--- config.mk ---
export PLATFORM = sky130hd
export DESIGN_NAME = bin_to_bcd_seq
export DESIGN_NICKNAME = d
export VERILOG_FILES = /design/src/rtl/bin_to_bcd_seq.sv
export SDC_FILE = /design/constraint.sdc
export NUM_CORES = 1
export LEC_CHECK = 0
export CAP_MARGIN = 30
export CORE_ASPECT_RATIO = 1.1
export CORE_MARGIN = 2
export CORE_UTILIZATION = 43
export CTS_BUF_LIST = sky130_fd_sc_hd__clkbuf_2 sky130_fd_sc_hd__clkbuf_4 sky130_fd_sc_hd__clkbuf_8
export CTS_CLUSTER_DIAMETER = 50
export CTS_CLUSTER_SIZE = 20
export DETAILED_ROUTE_END_ITERATION = 7
export GPL_TIMING_DRIVEN = 0
export PLACE_DENSITY = 0.62
export SYNTH_ARGS = -nofsm -noshare
export SYNTH_HDL_FRONTEND = slang
export SYNTH_SLANG_ARGS = --single-unit
--- constraint.sdc ---
create_clock -name clk -period 1.8 [get_ports clk]
set_clock_uncertainty 0.2 [all_clocks]
set_input_delay 0.18 -clock clk [delete_from_list [all_inputs] [get_ports clk]]
set_output_delay 0.18 -clock clk [all_outputs]
set_load 0.01 [all_outputs]
--- src/rtl/bin_to_bcd_seq.sv ---
`default_nettype none
// ============================================================================
// Module      : bin_to_bcd_seq
// Description : Sequential binary-to-BCD converter (double dabble, one bit
//               per clock). Produces a 4-digit packed BCD word, thousands
//               digit in [15:12], with a start/busy/valid handshake.
//               Inputs above 9999 saturate the result to 16'h9999 and raise
//               overflow.
//               Optional macro BCD_DIV3_FLAG_EN adds a div3 output that flags
//               whether the original binary operand is divisible by three.
// Revision    : 1.0 - initial release
// ============================================================================
module bin_to_bcd_seq #(
    parameter int BIN_W = 14
) (
    input  logic             clk,
    input  logic             rst_n,
    input  logic             start,
    input  logic [BIN_W-1:0] bin,
    output logic             busy,
    output logic             valid,
    output logic [15:0]      bcd,
    output logic             overflow
`ifdef BCD_DIV3_FLAG_EN
    ,
    output logic             div3
`endif
);

    // ------------------------------------------------------------------------
    // Constants
    // ------------------------------------------------------------------------
    localparam logic [1:0]  c_st_idle  = 2'd0;
    localparam logic [1:0]  c_st_shift = 2'd1;
    localparam logic [1:0]  c_st_done  = 2'd2;

    // Count value seen during the final shift cycle.
    localparam logic [3:0]  c_last     = 4'(BIN_W - 1);
    localparam logic [13:0] c_max_bcd  = 14'd9999;
    localparam logic [15:0] c_sat_bcd  = 16'h9999;

    // ------------------------------------------------------------------------
    // State
    // ------------------------------------------------------------------------
    logic [1:0]       r_state;
    logic [BIN_W-1:0] r_shift;
    logic [15:0]      r_scratch;
    logic [3:0]       r_count;
    logic             r_ovf_pending;

    // ------------------------------------------------------------------------
    // Combinational helpers
    // ------------------------------------------------------------------------
    logic [15:0]      w_adj;
    logic [15:0]      w_next_scratch;
    logic [BIN_W-1:0] w_next_shift;
    logic             w_out_bit;
    logic             w_last;
    logic             w_accept;
    logic [13:0]      w_bin_ext;
    logic             w_bin_ovf;

    // Zero-extend the operand to 14 bits so the saturation compare has a
    // single fixed width regardless of BIN_W.
    generate
        if (BIN_W == 14) begin : g_ext_full
            assign w_bin_ext = bin;
        end else begin : g_ext_pad
            assign w_bin_ext = {{(14 - BIN_W){1'b0}}, bin};
        end
    endgenerate

    assign w_bin_ovf = (w_bin_ext > c_max_bcd);

    // A new conversion may be accepted in IDLE and also in the DONE cycle,
    // which gives back-to-back throughput of one result per BIN_W+1 cycles.
    assign w_accept  = start && ((r_state == c_st_idle) || (r_state == c_st_done));

    assign w_last    = (r_count == c_last);
    assign w_out_bit = r_shift[BIN_W-1];

    // Add-3 correction: every digit >= 5 is bumped by 3 before the shift so
    // that the doubled value carries correctly into the next digit.
    always_comb begin
        w_adj = r_scratch;
        for (int d = 0; d < 4; d++) begin
            if (r_scratch[4*d +: 4] >= 4'd5) begin
                w_adj[4*d +: 4] = r_scratch[4*d +: 4] + 4'd3;
            end
        end
    end

    // The MSB of the binary operand moves into the bottom of the digits.
    assign w_next_scratch = {w_adj[14:0], w_out_bit};
    assign w_next_shift   = r_shift << 1;

`ifdef BCD_DIV3_FLAG_EN
    // ------------------------------------------------------------------------
    // Divisibility-by-3 residue: tracks (binary prefix mod 3) as bits leave
    // the shift register, MSB first, so it reflects the original operand even
    // when the BCD result saturates.
    // ------------------------------------------------------------------------
    logic [1:0] r_res;
    logic [1:0] w_res_next;

    // Residue step: (2*r + bit) mod 3.
    always_comb begin
        w_res_next = 2'd0;
        case ({r_res, w_out_bit})
            3'b00_0: w_res_next = 2'd0;
            3'b00_1: w_res_next = 2'd1;
            3'b01_0: w_res_next = 2'd2;
            3'b01_1: w_res_next = 2'd0;
            3'b10_0: w_res_next = 2'd1;
            3'b10_1: w_res_next = 2'd2;
            default: w_res_next = 2'd0;
        endcase
    end

    // Residue register and div3 flag, updated alongside overflow.
    always_ff @(posedge clk or negedge rst_n) begin
        if (!rst_n) begin
            r_res <= 2'd0;
            div3  <= 1'b0;
        end else if (w_accept) begin
            r_res <= 2'd0;
        end else if (r_state == c_st_shift) begin
            r_res <= w_res_next;
            if (w_last) begin
                div3 <= (w_res_next == 2'd0);
            end
        end
    end
`endif

    // ------------------------------------------------------------------------
    // Control FSM and datapath with registered outputs
    // ------------------------------------------------------------------------
    // Single sequential block: FSM, shift datapath and all result outputs.
    always_ff @(posedge clk or negedge rst_n) begin
        if (!rst_n) begin
            r_state       <= c_st_idle;
            r_shift       <= '0;
            r_scratch     <= 16'h0000;
            r_count       <= 4'd0;
            r_ovf_pending <= 1'b0;
            busy          <= 1'b0;
            valid         <= 1'b0;
            bcd           <= 16'h0000;
            overflow      <= 1'b0;
        end else begin
            // valid is a single-cycle pulse; it is only raised on the last
            // shift below.
            valid <= 1'b0;

            case (r_state)
                c_st_idle,
                c_st_done: begin
                    if (w_accept) begin
                        r_shift       <= bin;
                        r_scratch     <= 16'h0000;
                        r_count       <= 4'd0;
                        r_ovf_pending <= w_bin_ovf;
                        busy          <= 1'b1;
                        r_state       <= c_st_shift;
                    end else begin
                        r_state       <= c_st_idle;
                    end
                end

                c_st_shift: begin
                    r_scratch <= w_next_scratch;
                    r_shift   <= w_next_shift;
                    r_count   <= r_count + 4'd1;
                    if (w_last) begin
                        // Publish the result so it is visible during DONE.
                        busy     <= 1'b0;
                        valid    <= 1'b1;
                        bcd      <= r_ovf_pending ? c_sat_bcd : w_next_scratch;
                        overflow <= r_ovf_pending;
                        r_state  <= c_st_done;
                    end
                end

                default: begin
                    busy    <= 1'b0;
                    r_state <= c_st_idle;
                end
            endcase
        end
    end

endmodule
`default_nettype wire
# Word-level counts from Yosys, hierarchy flattened
# Index checks and enable logic that the tools add are counted.
# totals
regBits	56
word_cells	52
# op_classes
add_sub_neg	5
magnitude_cmp	5
eq_ne	5
mux	19
reduce_logical	9
# op_table
op	count
$mux 16	2
$pmux 16 s2	1
$pmux 14 s2	1
$ge 4x3->1 const B	4
$mux 4	4
$gt 14x14->1 const B	1
$mux 14	1
$add 4x2->4 const B	3
$pmux 4 s2	1
$reduce_and 2->1	4
$mux 1	5
$add 4x1->4 const B	1
$eq 4x4->1 const B	1
$ne 2x2->1 const B	2
$pmux 2 s2	1
$add 3x2->3 const B	1
$mux 3	1
$eq 2x1->1 const B	1
$eq 2x2->1 const B	1
$logic_not 2->1	1
$mux 2	1
$pmux 1 s2	1
$reduce_bool 2->1	1
$reduce_or 2->1	1
other kinds (2)	2

# Longest topological paths before layout
# Gate-level depths: netlist of run 1.
# logic_depth
word_depth	5
mapped_depth	8
depth_no_buf	7

# Worst setup path after synthesis of run 1
# OpenSTA, ideal clock, no wires.
# synth_path
path_kind	register to register
from	reg r_count[1]
to	reg bcd[14]
setup_time_ns	0.121
t_arrival_ns	1.358
setup_slack_ns	0.121
path_stages_with_launch	8
path_buffers	2
synth_period_minus_slack_ns	1.679
path_cell_list	dfrtp_1 -> inv_1 -> ha_1 -> nand3_1 -> or2_1 -> buf_6 -> buf_6 -> a22o_1
# synth_between
elab_chain_cells	2
# synth_lines
item	line_no	rtl
start, declared	48	logic [3:0] r_count;
start signal, assigned	174	r_count <= r_count + 4'd1;
$eq 4x4->1	79	assign w_last = (r_count == c_last);
$reduce_and 2->1 (no line)	-	
end signal, assigned	179	bcd <= r_ovf_pending ? c_sat_bcd : w_next_scratch;
end, declared	22	output logic [15:0] bcd,
# No other way between the ends.
# A chain may end at the register's enable or synchronous reset.

# Final worst setup path of run 1
# layout_path
from	reg r_count[1]
to	reg bcd[9]
# The elaborated chain is that of the path after synthesis.

==> results of run 1 <==
-- worst register-to-register path: stages (launching register included) --
cell and delay, ns:
dfrtp_1 0.39, inv_1 0.06, ha_2 0.17, nand3_2 0.08, or2_4 0.27, buf_12 0.15
buf_8 0.13, a22o_1 0.23
-- metal layers --
layer,routed length [µm],vias up,GRT usage [%]
li1,-,994,-
met1,2810,1023,24.7
met2,2720,48,29.3
met3,236,2,2.55
met4,39,0,6.86
met5,0,-,0
-- layout make-up --
cell class	instances	share of cell area (%)
clock inverters	1	0.145
plain buffers	12	2.90
repair buffers	51	14.9
flip-flops and latches	56	40.7
clock buffers	6	2.21
well taps	77	2.79
multi-input cells	171	35.0
inverters	11	1.27
-- repair_timing --
action	in CTS	in global routing
buffers inserted	3	9
endpoints found under the hold margin	31	0
setup endpoints to repair	20	39
resized for setup	6	31
cloned	0	2
pin swaps	0	12
hold buffers	1	0
-- kinds of logic (layout without fill, tap and decap cells) --
group | after synthesis | in the layout
and+or+nand+nor | 91 | 91
AOI/OAI and AO/OA | 62 | 62
DFF | 56 | 56
buffers and inverters | 23 | 81
adders and majority gates | 10 | 10
xor gates and xnor gates | 4 | 4
muxes | 4 | 4
-- layout by cell type (no fill, tap or decap), drive strengths merged, types with 8 or more instances in the layout --
master / netlist / layout
clkdlybuf4s50: 0 / 34
nor2: 15 / 15
inv: 10 / 11
a21oi: 10 / 10
nand2: 45 / 45
ha: 10 / 10
clkbuf: 3 / 13
buf: 9 / 21
dfrtp: 56 / 56
o21ai: 16 / 16
a22oi: 13 / 13
a22o: 18 / 18
nand3: 8 / 8
-- per-stage QoR --
stage | instances | util, % | hold WS (ns)
2_1_floorplan | 250 | - | -0.316
3_3_place_gp | 362 | 52.4 | 0.253
3_5_place_dp | 363 | 52.6 | 0.0916
4_1_cts | 374 | 54.9 | 0.268
5_1_grt | 385 | 59.4 | 0.282
6_report | 385 | 59.4 | 0.260
-- flip-flops by register name, indices dropped and copies added (netlist names) --
register       flops
r_count            4
r_shift           14
valid              1
busy               1
r_ovf_pending      1
r_state            2
r_scratch         16
overflow           1
bcd               16
-- how the worst max path moves through the flow --
stage,start,endpoint,slack (ns),cells after the start
3_5_place_dp,start,r_scratch[15],-0.23,7
3_3_place_gp,rst_n,r_shift[8],-1.44,1
5_1_grt,r_count[1],bcd[15],-0.06,7
2_1_floorplan,r_count[1],bcd[14],0.12,7
4_1_cts,r_state[1],bcd[2],0.003,6
6_report,r_count[1],bcd[9],0.04,7
-- power by group through the flow --
stage	registers, mW	logic [mW]	clock network (mW)
floorplan	2.32	1.53	0
CTS	2.29	2.55	0.705
finish	2.33	2.95	0.691
global route	2.41	3.26	0.770
detailed placement	2.32	2.45	0
global placement	2.31	2.39	0
==> flow_summary.json, run 1 <==
{
  "overflow": 0,
  "required_ns": 1.81,
  "vias_per_cell": 5.37,
  "place_congestion": 0.738,
  "hpwl_um": 3700,
  "io_pins": 36,
  "rr_endpoint": "bcd[9]",
  "synth.area.mux_share_pct": 1.54,
  "hold_path_class": "in -> async",
  "seq_area_um2": 1400,
  "grt_pass1_vias": 1992,
  "async_reset_ff_share_pct": 100,
  "switching_share_pct": 38.9,
  "yosysTopAreaCell": "dfrtp_1",
  "crit_chain": "inv_1, ha_2, nand3_2, or2_4, buf_12, buf_8, a22o_1",
  "synthesis.area_um2": 2590,
  "ys.flop_type": "dfrtp_1",
  "die_width_um": 78.1,
  "cts_sinks": 56,
  "r2r_cells": 7,
  "wl_per_cell_um": 15.1,
  "multi_input_area_um2": 1210,
  "grt_setup_unrepaired": "yes",
  "area_delta_synth_final_pct": 33.0,
  "critPathKind": "reg -> reg",
  "yosysUniqueCellTypes": 27,
  "max_freq_ghz": 0.567,
  "synth-edff-count": 0,
  "design_area_um2": 3450,
  "p_int_mw": 3.65,
  "power_frac_clock_pct": 11.6,
  "syn_area_per_cell_um2": 10.4,
  "reg2reg_from": "r_count[1]",
  "maxCapViolations": 0,
  "yosys.area_share.simple_pct": 16.3,
  "min_period_ns": 1.76,
  "setup_viol": 0,
  "power_per_cell_area_nw_per_um2": 1730,
  "netlist.area_leader.share_pct": 54.0,
  "synth_xor_area_share_pct": 1.35,
  "post-place-ws_ns": -0.232,
  "status": "complete, no violations",
  "cts_buffer_depth": 2,
  "grt_max_degree": 33,
  "grt_pass1_wl_um": 9530,
  "synth-compound-area-share_pct": 17.5,
  "synthCells": 250,
  "nFillCells": 521,
  "crit_family": "flip-flops",
  "share_comb_of_total_power_pct": 49.4,
  "worst-r2r-setup-slack_ns": 0.04,
  "end_kind": "register",
  "synthTopCellsByArea": "dfrtp_1, nand2_1, a22o_1",
  "maxSlewViolCount": 0,
  "critPathMaxFanout": 5,
  "fin_tns_setup_ns": 0,
  "worst_pin_slew_ns": 0.740,
  "seqPwrFrac_pct": 39.0,
  "cpPeakStageDelay_ns": 0.39,
  "worst-path-buf-inv": 3,
  "startpoint_type": "register",
  "irDropWorstVdd_uv": 634,
  "cts_tree": "built",
  "synth_top_family_by_area": "compound AO/OA/AOI/OAI gates",
  "post-synth-top-count-cell": "dfrtp_1",
  "ys_ff_latch": 56,
  "cts_root_buf": "clkbuf_8",
  "cp_data_arrival_time_ns": 1.77,
  "placed_area_um2": 3060,
  "core-area_um2": 5810,
  "p_total_mw": 5.97,
  "clk_pin_slew_ns": 0.10,
  "die_h_um": 85.5,
  "rows": 29,
  "drt_pass1_iterations": 4,
  "start_util_pct": 44.7,
  "finalHoldViolCount": 0,
  "clock_latency_ns": 0.31,
  "grt_usage_pct": 18.0,
  "cts_buffers": 5,
  "seq_area_frac_synth_pct": 54.0,
  "htree_levels": 2,
  "drive_gt1_share_pct": 19.2,
  "antenna_found_initial": 0,
  "wl_um": 5810,
  "ys.warnings.count": 0,
  "die_area_um2": 6670,
  "power_switching_mw": 2.32,
  "critPathSlowestCell": "dfrtp_1",
  "portBuffers": 35,
  "min_period_over_period_pct": 97.9,
  "first_iter_violations": 74,
  "slew_headroom_pct": 50.7,
  "vias": 2067,
  "ys_top_cells_by_count": "dfrtp_1, nand2_1, a22o_1",
  "postRouteAntennaNets": 0,
  "postSynthNetCount": 277,
  "antennaDiodeCount": 0,
  "layout.nets": 335,
  "leakagePower_nw": 1.56,
  "synthAdderAreaFrac_pct": 4.82,
  "fin_ws_ns": 0.0370,
  "post-route-drc-count": 0
}
Power figures use the tool's default switching activity.
==> inputs of run 2 (changes only) <==
--- a/config.mk
+++ b/config.mk
@@ -5,7 +5,6 @@
 export SDC_FILE = /design/constraint.sdc
 export NUM_CORES = 1
 export LEC_CHECK = 0
-export CAP_MARGIN = 30
 export CORE_ASPECT_RATIO = 1.1
 export CORE_MARGIN = 2
 export CORE_UTILIZATION = 43
==> results of run 2 <==
Same layout as run 1: the final DEF is identical, and so are final timing and power.
